--- config.mk ---
export PLATFORM = sky130hd
export DESIGN_NAME = hardwired_control_unit
export DESIGN_NICKNAME = d
export VERILOG_FILES = /design/src/rtl/hardwired_control_unit.sv
export SDC_FILE = /design/constraint.sdc
export NUM_CORES = 1
export LEC_CHECK = 0
export CORE_MARGIN = 10
export CORE_UTILIZATION = 29
export DETAILED_ROUTE_END_ITERATION = 8
export GPL_ROUTABILITY_DRIVEN = 0
export GPL_TIMING_DRIVEN = 0
export PLACE_DENSITY = 0.76
export SYNTH_ARGS = -nofsm -noshare
export SYNTH_HDL_FRONTEND = slang
export SYNTH_SLANG_ARGS = --single-unit
--- constraint.sdc ---
create_clock -name Clock -period 1.75 [get_ports Clock]
set_clock_uncertainty 0.15 [all_clocks]
set_input_delay 0.2625 -clock Clock [delete_from_list [all_inputs] [get_ports Clock]]
set_output_delay 0.2625 -clock Clock [all_outputs]
set_load 0.01 [all_outputs]
--- src/rtl/hardwired_control_unit.sv ---
`default_nettype none
// ============================================================================
// Module      : hardwired_control_unit
// Description : Hardwired T-state sequencer for the ALU datapath system.
//               T0/T1 fetch the low/high instruction byte from M[PC] into IR,
//               T2/T3 execute the opcode held in IR_Out[15:12]. All control
//               outputs are a combinational decode of (state, SC, IR, flags);
//               the datapath loads on the same rising edge that advances SC.
//
// Parameters  : CLEAR_ON_RESET - 1: an INIT cycle after reset clears PC/AR/SP,
//                                R1-R4 and T1-T4; 0: reset goes straight to T0.
// Optional    : `define CU_RETIRE_CNT_EN adds Retired[15:0], a saturating count
//               of completed instructions (HLT included, INIT excluded).
//
// Ports       : Clock, Reset (sync, active-high)
//               IR_Out[15:0]   - {opcode[15:12], -, Rx[9:8], -, Ry[5:4], -}
//               ALU_Flags[3:0] - {Z,C,N,O}
//               RF_*, ARF_*, ALU_FunSel, IR_*, Mem_*, Mux* - datapath controls
//               Halted         - high in HALT
//               SC[1:0]        - current T-state
//
// Revision    : 1.0 - initial release
// ============================================================================
module hardwired_control_unit #(
    parameter bit CLEAR_ON_RESET = 1'b1
) (
    input  logic        Clock,
    input  logic        Reset,
    input  logic [15:0] IR_Out,
    input  logic [3:0]  ALU_Flags,
    output logic [2:0]  RF_O1Sel,
    output logic [2:0]  RF_O2Sel,
    output logic [1:0]  RF_FunSel,
    output logic [3:0]  RF_RegSel,
    output logic [3:0]  RF_TSel,
    output logic [3:0]  ALU_FunSel,
    output logic [1:0]  ARF_OutASel,
    output logic [1:0]  ARF_OutBSel,
    output logic [1:0]  ARF_FunSel,
    output logic [2:0]  ARF_RegSel,
    output logic        IR_LH,
    output logic        IR_Enable,
    output logic [1:0]  IR_Funsel,
    output logic        Mem_WR,
    output logic        Mem_CS,
    output logic [1:0]  MuxSelA,
    output logic [1:0]  MuxSelB,
    output logic        MuxCSel,
    output logic        Halted,
`ifdef CU_RETIRE_CNT_EN
    output logic [15:0] Retired,
`endif
    output logic [1:0]  SC
);

    typedef enum logic [1:0] {
        S_INIT = 2'd0,
        S_RUN  = 2'd1,
        S_HALT = 2'd2
    } state_t;

    localparam logic [3:0] OP_LDI = 4'h0;
    localparam logic [3:0] OP_LD  = 4'h1;
    localparam logic [3:0] OP_ST  = 4'h2;
    localparam logic [3:0] OP_ADD = 4'h3;
    localparam logic [3:0] OP_INC = 4'h4;
    localparam logic [3:0] OP_BEQ = 4'h5;
    localparam logic [3:0] OP_BRA = 4'h6;
    localparam logic [3:0] OP_HLT = 4'hF;

    state_t     state;
    logic [1:0] sc;

    logic [3:0] opcode;
    logic [1:0] rx;
    logic [1:0] ry;
    logic [3:0] rx_sel;
    logic       is_mem_op;
    logic       last_cycle;

    assign opcode    = IR_Out[15:12];
    assign rx        = IR_Out[9:8];
    assign ry        = IR_Out[5:4];
    // One-hot active-low enable for Rx (R1 = bit 0)
    assign rx_sel    = ~(4'b0001 << rx);
    assign is_mem_op = (opcode == OP_LD) || (opcode == OP_ST);
    // LD/ST need a memory cycle at T3; everything else retires at T2
    assign last_cycle = (sc == 2'd3) || ((sc == 2'd2) && !is_mem_op);

    // Address/immediate bits are consumed by the datapath, not here
    logic unused_inputs;
    assign unused_inputs = ^{IR_Out[11:10], IR_Out[7:6], IR_Out[3:0], ALU_Flags[2:0]};

    // ------------------------------------------------------------------
    // Sequencer state
    // ------------------------------------------------------------------
    always_ff @(posedge Clock) begin
        if (Reset) begin
            state <= CLEAR_ON_RESET ? S_INIT : S_RUN;
            sc    <= 2'd0;
        end else begin
            case (state)
                S_INIT: begin
                    state <= S_RUN;
                    sc    <= 2'd0;
                end
                S_RUN: begin
                    if (last_cycle) begin
                        sc <= 2'd0;
                        if (sc == 2'd2 && opcode == OP_HLT)
                            state <= S_HALT;
                    end else begin
                        sc <= sc + 2'd1;
                    end
                end
                S_HALT: begin
                    state <= S_HALT;
                    sc    <= sc;
                end
                default: begin
                    state <= S_INIT;
                    sc    <= 2'd0;
                end
            endcase
        end
    end

`ifdef CU_RETIRE_CNT_EN
    logic [15:0] retired_cnt;

    always_ff @(posedge Clock) begin
        if (Reset) begin
            retired_cnt <= 16'd0;
        end else if (state == S_RUN && last_cycle && retired_cnt != 16'hFFFF) begin
            retired_cnt <= retired_cnt + 16'd1;
        end
    end

    assign Retired = retired_cnt;
`endif

    // ------------------------------------------------------------------
    // Control decode
    // ------------------------------------------------------------------
    always_comb begin
        RF_O1Sel    = 3'd0;
        RF_O2Sel    = 3'd0;
        RF_FunSel   = 2'd0;
        RF_RegSel   = 4'b1111;
        RF_TSel     = 4'b1111;
        ALU_FunSel  = 4'd0;
        ARF_OutASel = 2'd0;
        ARF_OutBSel = 2'd0;
        ARF_FunSel  = 2'd0;
        ARF_RegSel  = 3'b111;
        IR_LH       = 1'b0;
        IR_Enable   = 1'b0;
        IR_Funsel   = 2'd0;
        Mem_WR      = 1'b0;
        Mem_CS      = 1'b1;
        MuxSelA     = 2'd0;
        MuxSelB     = 2'd0;
        MuxCSel     = 1'b0;
        Halted      = 1'b0;
        SC          = 2'd0;

        if (!Reset) begin
            SC = sc;
            case (state)
                S_INIT: begin
                    // Clear every register in both files
                    RF_RegSel  = 4'b0000;
                    RF_TSel    = 4'b0000;
                    ARF_RegSel = 3'b000;
                end
                S_HALT: begin
                    Halted = 1'b1;
                end
                S_RUN: begin
                    case (sc)
                        2'd0, 2'd1: begin
                            // Fetch byte from M[PC] into IR, then PC <= PC + 1
                            ARF_OutBSel = 2'b11;
                            Mem_CS      = 1'b0;
                            IR_Enable   = 1'b1;
                            IR_LH       = (sc == 2'd1);
                            IR_Funsel   = 2'b01;
                            ARF_RegSel  = 3'b110;
                            ARF_FunSel  = 2'b11;
                        end
                        2'd2: begin
                            case (opcode)
                                OP_LDI: begin
                                    MuxSelA   = 2'b10;
                                    RF_FunSel = 2'b01;
                                    RF_RegSel = rx_sel;
                                end
                                OP_LD, OP_ST: begin
                                    // AR <= IR[7:0]
                                    MuxSelB    = 2'b10;
                                    ARF_FunSel = 2'b01;
                                    ARF_RegSel = 3'b101;
                                end
                                OP_ADD: begin
                                    RF_O1Sel   = {1'b1, rx};
                                    RF_O2Sel   = {1'b1, ry};
                                    MuxCSel    = 1'b1;
                                    ALU_FunSel = 4'b0100;
                                    MuxSelA    = 2'b00;
                                    RF_FunSel  = 2'b01;
                                    RF_RegSel  = rx_sel;
                                end
                                OP_INC: begin
                                    RF_FunSel = 2'b11;
                                    RF_RegSel = rx_sel;
                                end
                                OP_BEQ, OP_BRA: begin
                                    // PC <= IR[7:0]; BEQ only when Z is set
                                    if (opcode == OP_BRA || ALU_Flags[3]) begin
                                        MuxSelB    = 2'b10;
                                        ARF_FunSel = 2'b01;
                                        ARF_RegSel = 3'b110;
                                    end
                                end
                                default: ; // HLT and NOP codes are idle here
                            endcase
                        end
                        2'd3: begin
                            if (opcode == OP_LD) begin
                                ARF_OutBSel = 2'b00;
                                Mem_CS      = 1'b0;
                                MuxSelA     = 2'b01;
                                RF_FunSel   = 2'b01;
                                RF_RegSel   = rx_sel;
                            end else if (opcode == OP_ST) begin
                                // Rx passes through the ALU onto the memory bus
                                RF_O1Sel    = {1'b1, rx};
                                MuxCSel     = 1'b1;
                                ALU_FunSel  = 4'b0000;
                                ARF_OutBSel = 2'b00;
                                Mem_CS      = 1'b0;
                                Mem_WR      = 1'b1;
                            end
                        end
                        default: ;
                    endcase
                end
                default: ;
            endcase
        end
    end

endmodule
`default_nettype wire

# Word-level counts from Yosys, hierarchy flattened

Index checks and enable logic that the tools add are counted.

Register bits after elaboration: 4
Bits of input ports: 22
Output and inout port bits: 43
Word-level logic and storage cells: 113

Add/sub/neg operators: 1
Equal/unequal tests: 14
Shifts and indexed selects: 1
Muxes and demuxes: 79
Bitwise operators: 1
Reductions and logical operators: 15

Operator list:

| operator                                        | count |
|---|---|
| 2-to-1 mux 3 bit                                | 14 |
| 2-to-1 mux 2 bit                                | 18 |
| case mux 2 bit (2 select lines)                 | 8 |
| 2-to-1 mux 1 bit                                | 26 |
| 2-to-1 mux 4 bit                                | 5 |
| case mux 4 bit (2 select lines)                 | 2 |
| == test 4 x 3 -> 1 bit, second input constant   | 3 |
| case mux 3 bit (2 select lines)                 | 2 |
| == test 4 x 2 -> 1 bit, second input constant   | 2 |
| OR reduction 2 bit                              | 4 |
| == test 2 bit, second input constant            | 3 |
| case mux 1 bit (2 select lines)                 | 3 |
| case mux 2 bit (3 select lines)                 | 1 |
| == test 2 x 1 -> 1 bit, second input constant   | 2 |
| == test 4 x 1 -> 1 bit, second input constant   | 1 |
| == test 4 bit, second input constant            | 1 |
| zero test 2 bit                                 | 2 |
| zero test 4 bit                                 | 1 |
| inequality test 2 bit, second input constant    | 2 |
| inverter 4 bit                                  | 1 |
| << shifter 1 x 2 -> 4 bit, first input constant | 1 |
| logical OR 1 bit                                | 3 |
| OR reduction 3 bit                              | 1 |
| adder 2 x 1 -> 2 bit, second input constant     | 1 |
| 3 further kinds                                 | 4 |

# Depth between registers and ports, before layout

Gate-level depths: netlist of the first run.

Depth after elaboration: 7
Mapped depth: 7
Gate-level depth less buffers: 6

# Worst setup path before layout of the first run

No wires, ideal clock.

Path kind: register to output
Start point: register sc[0]
End point: output RF_O1Sel[0]
Arrival: 1563 ps
Data required time: 1337 ps
Path slack: -225 ps
Cell stages (with the launch flop): 7
Buffers on the path: 0
Cell sequence: dfxtp_1 > inv_1 > ha_1 > nor2b_1 > nand3b_1 > o22ai_1 > and2_1

Word-level cells in the longest chain between the ends: 4
Elaborated cells on any way between the ends: 5
Those cells by class: eq/ne: 2; mux: 3

RTL lines:

| element                             | line | source |
|---|---|---|
| from (decl)                         | 72   | `logic [1:0] sc;` |
| from (signal assigned)              | 113  | `sc <= sc + 2'd1;` |
| == test 2 bit                       | 180  | `case (sc)` |
| case mux 3 bit (2 select lines) (*) | 180  |  |
| 2-to-1 mux 3 bit (*)                | 169  | `case (state)` |
| 2-to-1 mux 3 bit (*)                | 167  | `if (!Reset) begin` |
| to (decl)                           | 31   | `output logic [2:0] RF_O1Sel,` |

Every way passes the cells marked *; elsewhere a longest branch is shown, timed or not.

# Worst setup path after layout of the first run

Start point: register sc[0]
End point: output RF_O1Sel[1]

Same word-level chain as after synthesis.

==> key figures, run 1 <==
Placement
  • Area of placed instances: 0.00138 mm2
  • Port Buffer Count: 46
  • Placed insts: 199
  • Post-DP HPWL: 2360 um

GRT
  • Vias in the first global route: 1252
  • Tot GR Track Use: 14.0%
  • Largest net degree at the start of global routing: 11
  • First-pass GRT wire length: 6060 um
  • GRT overflow: 0
  • Initial antenna violation count: 0

STA
  • Setup ws final: -0.417 ns
  • RSZ-0062 raised after global routing: true
  • Final hold viol count: 0
  • Final setup viols: 31
  • Fin. max-slew vios: 0
  • Period utilisation layout: 124%
  • Minimum clock period: 2.17 ns
  • Achievable Freq: 461 MHz

Clocking
  • Clk Latency, worst-skew pair: 0.24 ns
  • H-tree levels: 1
  • Root Driver: clkbuf_4
  • Clk sinks: 4
  • Post-CTS Hold Buffers: 0
  • Reg clk slew, reported paths: 0.04 ns
  • Num CTS Buffers: 3
  • CTS Buffer Depth: 2
  • CTS tree: built

Synth
  • Cells after Synth: 117
  • Number of flops mapped to enable cells by yosys: 0
  • Ys async rst share: 0%
  • Ranking of synthesized cells by area: buf_4, ha_1, dfxtp_1
  • Flops & latches, synth: 4
  • Register area share after synthesis: 10.2%
  • Yosys top cell area share: 15.3%
  • Synth warn: 0
  • Dominant cell type by area after synthesis: buf_4
  • Ys flop type: dfxtp_1
  • Syn Area/Cell: 6.71 um2
  • Mapped Area: 785 um2
  • Yosys cell types: 33

Detailed routing
  • Drt wl/cell: 18.1 um
  • Final WL: 4370 um
  • DR pass1 iterations: 4
  • First DRT Iteration DRCs: 45
  • Vias post-DR: between 1000 and 1500
  • Antenna Nets Post-Route: 0
  • DRC violations left: 0
  • Vias per inst: 5.02

Status
  • Failing checks: negative setup slack
  • Outcome: finished, violations left

Worst setup path
  • CP required: 1.34 ns
  • Setup Crit Path Kind: reg2out
  • Setup crit end kind: output port
  • Worst-path fanout max: 4
  • Crit start category: flop
  • Crit path arrival time: around 1.8 ns

Power and ir drop
  • Final Power: 1.96 mW
  • Psw: around 0.85 mW
  • Reg power frac: 9.3%
  • Pwr per Cell Area: 1000 mW/mm2
  • VDD IR max: 915 uV
  • Logic pwr share: 84.8%
  • Clock Power Share: 5.9%
  • Int Power: roughly 1.1 mW
  • Net Sw Frac: 43.2%
  • Leak Pwr: between 0.9 and 1 nW

Job
  • MaxCap Viol Count: 0

Finish
  • Antenna diodes: 0
  • Layout cells sized above 1: 71.7%
  • Fin area: 0.00195 mm2
  • Area growth from synthesis to layout: 149%
  • Nets: roughly 240
  • Layout Utilization: between 70% and 80%
  • Fin cells: 242

Floorplan
  • Die area: 0.00519 mm2
  • Die height: 72.0 um
  • Initial core utilization: 31.1%
  • Chip width: between 70 and 80 um
  • Ports: 65
  • Core Rows: 18
  • Core Footprint: 0.00252 mm2

Hold path
  • Hold WC Path Type: reg2reg
worst paths after layout:
path                                from           to  slack (ns)  depth (start not counted)
worst max-delay path               sc[0]  RF_O1Sel[1]       -0.42                          9
worst min register to register  state[0]     state[0]        0.43                          2
worst max register to register     sc[0]        sc[0]       -0.21                          9
worst min-delay path            state[0]     state[0]        0.43                          2
final cells by class:
| cell class | instances | area [um2] |
|---|---|---|
| flip-flops and latches | 4 | 92.6 |
| inverters | 7 | 41.3 |
| fillers | 166 | 568 |
| plain buffers | 18 | 158 |
| clock buffers | 3 | 22.5 |
| repair buffers | 86 | 723 |
| multi-input cells | 94 | 880 |
| well taps | 30 | 37.5 |
placed cells by master, fill, tap and decap left out, types with 4 or more instances in the layout:
cell and n:
ha_4 6, buf_2 14, o21ai_0 5, nor2_1 7
buf_6 34, nand2_1 8, and2_4 5, clkdlybuf4s50_1 5
clkbuf_4 4, nor2_4 4, buf_4 37, clkbuf_2 7
conb_1 7
per-stage QoR:
stage / worst slack, ns / setup TNS, ns / hold slack, ns
2_1_floorplan: 0.00800 / 0 / 0.330
3_3_place_gp: -0.900 / -25.31 / 0.347
3_5_place_dp: -0.934 / -26.12 / 0.367
4_1_cts: -0.379 / -5.59 / 0.421
5_1_grt: -0.486 / -9.44 / 0.480
6_report: -0.417 / -7.58 / 0.431
routing by layer:
metal  vias up  part of all wire [%]  global-route usage, %
li1        572                     -                      -
met1       564                    37                   13.5
met5         -                     0                      0
met4         0                   3.7                   4.73
met3        17                   6.2                   3.81
met2        62                    53                   27.5
power by group through the flow:
stage,clock network (mW),registers [mW],logic (mW)
2_1_floorplan,0,0.153,0.559
3_3_place_gp,0,0.156,0.941
3_5_place_dp,0,0.161,0.964
4_1_cts,0.119,0.171,1.29
5_1_grt,0.128,0.186,1.76
6_report,0.115,0.183,1.66
what timing repair did:
| item | CTS | global route |
|---|---|---|
| gates resized for setup | 190 | 55 |
| pin swaps | 18 | 20 |
| setup buffers | 30 | 11 |
| setup endpoints to repair | 37 | 35 |
| cloned | 0 | 0 |
sequential cells by signal, summed over array words and instances (netlist names):
signal  cells
sc          2
state       2
cells by family after synthesis:
family | Yosys count | synth area share (%)
simple gates | 54 | 35.2
buf+inv | 25 | 19.8
compound gates | 22 | 17.9
fa+ha+maj | 8 | 12.8
flops | 4 | 10.2
mux | 2 | 2.55
other cells | 1 | 0.478
xor+xnor | 1 | 1.12
synthesized netlist by cell type, types with 3 or more instances:
master    instances
buf_4            16
nor2_1           14
nand2_1          11
ha_1              8
o21ai_0           8
inv_1             7
nor2b_1           6
and2_1            5
dfxtp_1           4
nor3_1            4
a31oi_1           3
nand2b_1          3
nand3_1           3
worst max-delay path, cell delays in order (launching register included):
cell and delay [ns]:
dfxtp_4 0.36, inv_4 0.07, ha_4 0.16, nor2b_4 0.17
nand3b_1 0.11, buf_4 0.16, o22ai_4 0.13, buf_6 0.13
and2_4 0.14, buf_6 0.09
(Power assumes the default switching activity.)
==> run 2: changes to the inputs <==
Settings changed: ABC_CLOCK_PERIOD_IN_PS set to 1750, PLACE_DENSITY 0.76 to 0.88.
==> key figures, run 2 (synthesis gave the netlist of run 1 again) <==
GRT
  • Tot GR Track Use: 13.8%
  • Initial antenna violation count: 0
  • Vias in the first global route: 1172
  • Largest net degree at the start of global routing: 11
  • GRT overflow: 0
  • First-pass GRT wire length: between 5000 and 6000 um

Finish
  • Biggest regs: sc: 2 flops, state: 2 flops
  • Most frequent cells in the layout: buf_6, buf_4, buf_2
  • Layout Utilization: 77.4%
  • Layout cells sized above 1: 71.2%
  • Nets: 237
  • Most common cell after layout, fill and taps aside: buf_6
  • Area growth from synthesis to layout: 149%
  • Antenna diodes: 0

Floorplan
  • Core Footprint: approximately 0.0025 mm2
  • Initial core utilization: a little under a third
  • Die height: ~72 um
  • Core Rows: 18
  • Die area: 0.00519 mm2
  • Chip width: a little over 70 um
  • Ports: 65

Detailed routing
  • Antenna Nets Post-Route: 0
  • First DRT Iteration DRCs: 44
  • DR pass1 iterations: 4
  • DRC violations left: 0
  • Vias per inst: 4.83
  • Drt wl/cell: 17.0 um
  • Final WL: approximately 4000 um
  • Vias post-DR: 1134

Hold path
  • Hold WC Path Type: reg2reg
  • Hold Path Depth: 2
  • Hold Startpoint: state[0]
  • WHS Endpoint: state[0]

STA
  • Fin. max-slew vios: 0
  • Final hold viol count: 0
  • Slew margin rel.: about two thirds
  • Worst-Margin Slew: 0.501 ns
  • Period utilisation layout: 125%
  • RSZ-0062 raised after global routing: true
  • Setup ws final: -0.441 ns
  • Achievable Freq: 456 MHz
  • Minimum clock period: 2.19 ns
  • Final setup viols: 31

Power and ir drop
  • Psw: a little over 0.8 mW
  • Int Power: roughly 1.2 mW
  • Net Sw Frac: between 40% and 50%
  • Pwr per Cell Area: 1010 mW/mm2
  • Logic pwr share: between 80% and 90%
  • Clock Power Share: 5.7%
  • Reg power frac: 8.7%
  • Leak Pwr: roughly 0.88 nW
  • VDD IR max: 938 uV

Placement
  • Port Buffer Count: 46
  • Setup WS pre-CTS: -0.894 ns
  • Post-DP HPWL: 2160 um

Worst setup path
  • Crit path arrival time: 1.78 ns
  • Setup Crit Path Kind: in2out
  • Crit start category: primary input
  • Worst R2R End: sc[0]
  • Reg2reg path depth: 8
  • CP required: roughly 1.3 ns
  • Setup crit end kind: output port
  • Reg2reg start: sc[0]
  • Register-to-register path setup slack: -0.05 ns
  • Worst-path fanout max: 7

Clocking
  • CTS Buffer Depth: 2
  • H-tree levels: 1
  • Clk Latency, worst-skew pair: ~0.23 ns
  • Num CTS Buffers: 3
  • CTS tree: built
  • Reg clk slew, reported paths: roughly 0.04 ns
  • Root Driver: clkbuf_4
  • Clk sinks: 4
  • Post-CTS Hold Buffers: 0

Status
  • Failing checks: negative setup slack
  • Outcome: finished, violations left

Job
  • MaxCap Viol Count: 0
==> run 2: cell types whose count changed in the layout (fill, tap and decap cells not counted), sizes merged <==
cell	delta
clkdlybuf4s15	-2
buf	-3
clkbuf	-4
dlygate4sd2	+2
==> run 2: power by group through the flow <==
stage               Clock, mW  Sequential (mW)  Combinational, mW
detailed placement          0            0.159              0.958
global route            0.120            0.177               1.81
floorplan                   0            0.153              0.559
finish                  0.111            0.172               1.69
CTS                     0.120            0.169               1.35
global placement            0            0.156              0.942
==> run 2: area by class of cell <==
cell class	instances	area [um2]
sequential	4	90.1
inverter	7	31.3
multi-input combinational	94	881
tap	30	37.5
fill	160	569
clock buffer	3	22.5
timing repair buffer	79	722
buffer	18	169
==> run 2: worst max-delay path by stage <==
stage / start / end / slack, ns / cells after the start
floorplan: sc[0] / RF_O1Sel[0] / 0.008 / 6
global placement: IR_Out[15] / RF_O1Sel[0] / -0.91 / 6
detailed placement: IR_Out[13] / ARF_RegSel[0] / -0.89 / 6
CTS: sc[1] / RF_RegSel[2] / -0.38 / 6
global route: state[1] / RF_O1Sel[1] / -0.47 / 9
finish: IR_Out[15] / RF_RegSel[2] / -0.44 / 6
==> run 2: what timing repair did <==
action / in CTS / in global routing
gates resized for setup: 207 / 56
pin swaps: 23 / 21
buffers inserted: 27 / 10
cloned: 0 / 0
endpoints found under the setup margin: 38 / 37
==> run 2: worst max-delay path, stage by stage <==
cell           delay [ns]
dlygate4sd2_1        0.39
nor3_1               0.32
a31oi_1              0.16
a311oi_4             0.40
nand2_1              0.09
buf_2                0.15
==> run 2: metrics by stage <==
stage,total power [mW],hold WS [ns],setup TNS (ns),instance area (um2),std cells
6_report,1.97,0.388,-7.73,1950,235
2_1_floorplan,0.712,0.330,0,883,123
3_5_place_dp,1.12,0.355,-25.25,1380,199
4_1_cts,1.64,0.385,-6.81,1760,229
5_1_grt,2.11,0.423,-9.67,1950,235
3_3_place_gp,1.10,0.346,-25.47,1380,199
==> run 2: routing by layer <==
metal,part of all wire [%],GRT usage [%],vias to the layer above
li1,-,-,558
met1,39,14.5,545
met2,56,25.7,29
met3,4.7,2.86,2
met4,0.43,6.24,0
met5,0,0,-
==> run 3: changes to the inputs <==
Settings changed: CORE_UTILIZATION 29 to 35, DONT_BUFFER_PORTS set to 1, PLACE_DENSITY 0.88 to unset.
==> key figures, run 3 (synthesis gave the netlist of run 1 again) <==
Status
  • Outcome: finished, violations left
  • Failing checks: negative setup slack

STA
  • Final hold viol count: 0
  • Period utilisation layout: 121%
  • Minimum clock period: 2.11 ns
  • Achievable Freq: 473 MHz
  • Setup ws final: -0.363 ns
  • Fin. max-slew vios: 0
  • RSZ-0062 raised after global routing: true
  • Final setup viols: 22

Worst setup path
  • Crit path max-delay family: compound AO/OA/AOI/OAI gates
  • Slowest stage delay, CP: around 0.34 ns
  • Crit path from: state[1]
  • Register-to-register path setup slack: 0 ns
  • Slowest cell on crit path: dfxtp_2
  • Critical path depth in cells: 8
  • Reg2reg path depth: 7
  • Chain of cells forming the critical path: inv_4, ha_4, buf_6, o21ba_4, a221oi_4, a311oi_2, buf_4, nand2_4
  • Crit start category: flop
  • CP required: 1.34 ns
  • Setup Crit Path Kind: reg2out
  • Setup crit end kind: output port
  • Crit path arrival time: ~1.7 ns
  • Reg2reg start: sc[0]
  • Worst R2R End: sc[0]
  • Crit path to: RF_RegSel[2]
  • Buffers & Inverters on Critical Path: 3
  • Worst-path fanout max: 5

Detailed routing
  • DR pass1 iterations: 4
  • DRC violations left: 0
  • Drt wl/cell: 17.1 um
  • Vias per inst: 5.05
  • Vias post-DR: 889
  • Antenna Nets Post-Route: 0
  • Final WL: 3020 um
  • First DRT Iteration DRCs: 36

Floorplan
  • Die height: 67.3 um
  • Core Rows: 17
  • Initial core utilization: 36.2%
  • Ports: 65
  • Chip width: around 67 um
  • Core Footprint: 0.00217 mm2
  • Die area: 0.00454 mm2

Clocking
  • Reg clk slew, reported paths: 0.03 ns
  • H-tree levels: 1
  • CTS tree: built
  • Num CTS Buffers: 3
  • CTS Buffer Depth: 2
  • Clk sinks: 4
  • Root Driver: clkbuf_4
  • Post-CTS Hold Buffers: 0
  • Clk Latency, worst-skew pair: 0.23 ns

GRT
  • First-pass GRT wire length: 4350 um
  • Initial antenna violation count: 0
  • GRT overflow: 0
  • Largest net degree at the start of global routing: 11
  • Tot GR Track Use: between 10% and 20%
  • Vias in the first global route: 878

Power and ir drop
  • Pwr per Cell Area: 1080 mW/mm2
  • Final Power: 1.52 mW
  • VDD IR max: 767 uV
  • Leak Pwr: roughly 0.58 nW

Finish
  • Antenna diodes: 0
  • Layout cells sized above 1: a little under two thirds
  • Area growth from synthesis to layout: 79.6%
  • Fin area: 0.00141 mm2
  • Fin cells: about 180
  • Most frequent cells in the layout: buf_4, buf_6, nor2_1, conb_1
  • Nets: between 150 and 200
  • Biggest regs: sc: 2 flops, state: 2 flops
  • Most common cell after layout, fill and taps aside: buf_4

Placement
  • Placed insts: between 150 and 200
  • Post-DP HPWL: about 1900 um
  • Port Buffer Count: 0
  • Area of placed instances: 918 um2

Job
  • MaxCap Viol Count: 0

Hold path
  • Hold WC Path Type: in2reg
[run 3: cell types whose count changed in the layout (fill, tap and decap cells not counted), moves of 3 or more]
cell	before	now
nor3_2	3	0
buf_6	48	12
buf_4	21	27
clkbuf_2	3	0
clkdlybuf4s50_1	5	0
buf_2	13	0
nand2_4	0	5
nand2_1	9	5
dlygate4sd2_1	5	0
[run 3: power by group]
group,internal (mW),total (mW),switching [mW]
Clock,0.0762,0.108,0.0316
Combinational,0.610,1.24,0.634
Sequential,0.129,0.170,0.0417
Total,0.815,1.52,0.708
[run 3: cell type report]
type                            instances  area (um2)
Sequential cell                         4        90.1
Multi-Input combinational cell         94         886
Buffer                                 18         154
Timing Repair Buffer                   22         188
Clock buffer                            3        22.5
Inverter                                7        33.8
Tap cell                               28        35.0
Fill cell                             193         761
[run 3: how the worst min path moves through the flow]
stage / from / slack [ns] / to / cells past startpoint
finish: Reset / 0.25 / state[1] / 2
detailed placement: state[1] / 0.37 / state[1] / 2
global route: Reset / 0.30 / state[1] / 2
global placement: state[1] / 0.35 / state[1] / 2
floorplan: state[1] / 0.33 / state[1] / 2
CTS: Reset / 0.24 / state[0] / 2
[run 3: metal layers]
metal	track usage, %	wire length, um	vias up
met3	3.14	266	2
met4	3.08	27	0
li1	-	-	438
met1	12.2	1050	420
met5	0	0	-
met2	22.4	1680	29
[run 3: through the flow]
stage,setup TNS (ns),worst slack [ns],util (%),hold slack [ns]
5_1_grt,-6.03,-0.431,64.9,0.298
3_5_place_dp,-1.87,-0.192,42.3,0.366
3_3_place_gp,-1.46,-0.169,42.3,0.351
4_1_cts,-3.98,-0.329,58.9,0.239
6_report,-4.48,-0.363,64.9,0.247
2_1_floorplan,0,0.00800,-,0.330
[run 3: what timing repair did]
| item | 4_1_cts | 5_1_grt |
|---|---|---|
| resized for setup | 49 | 27 |
| endpoints found under the setup margin | 31 | 31 |
| buffers inserted | 18 | 8 |
| pin swaps | 16 | 12 |
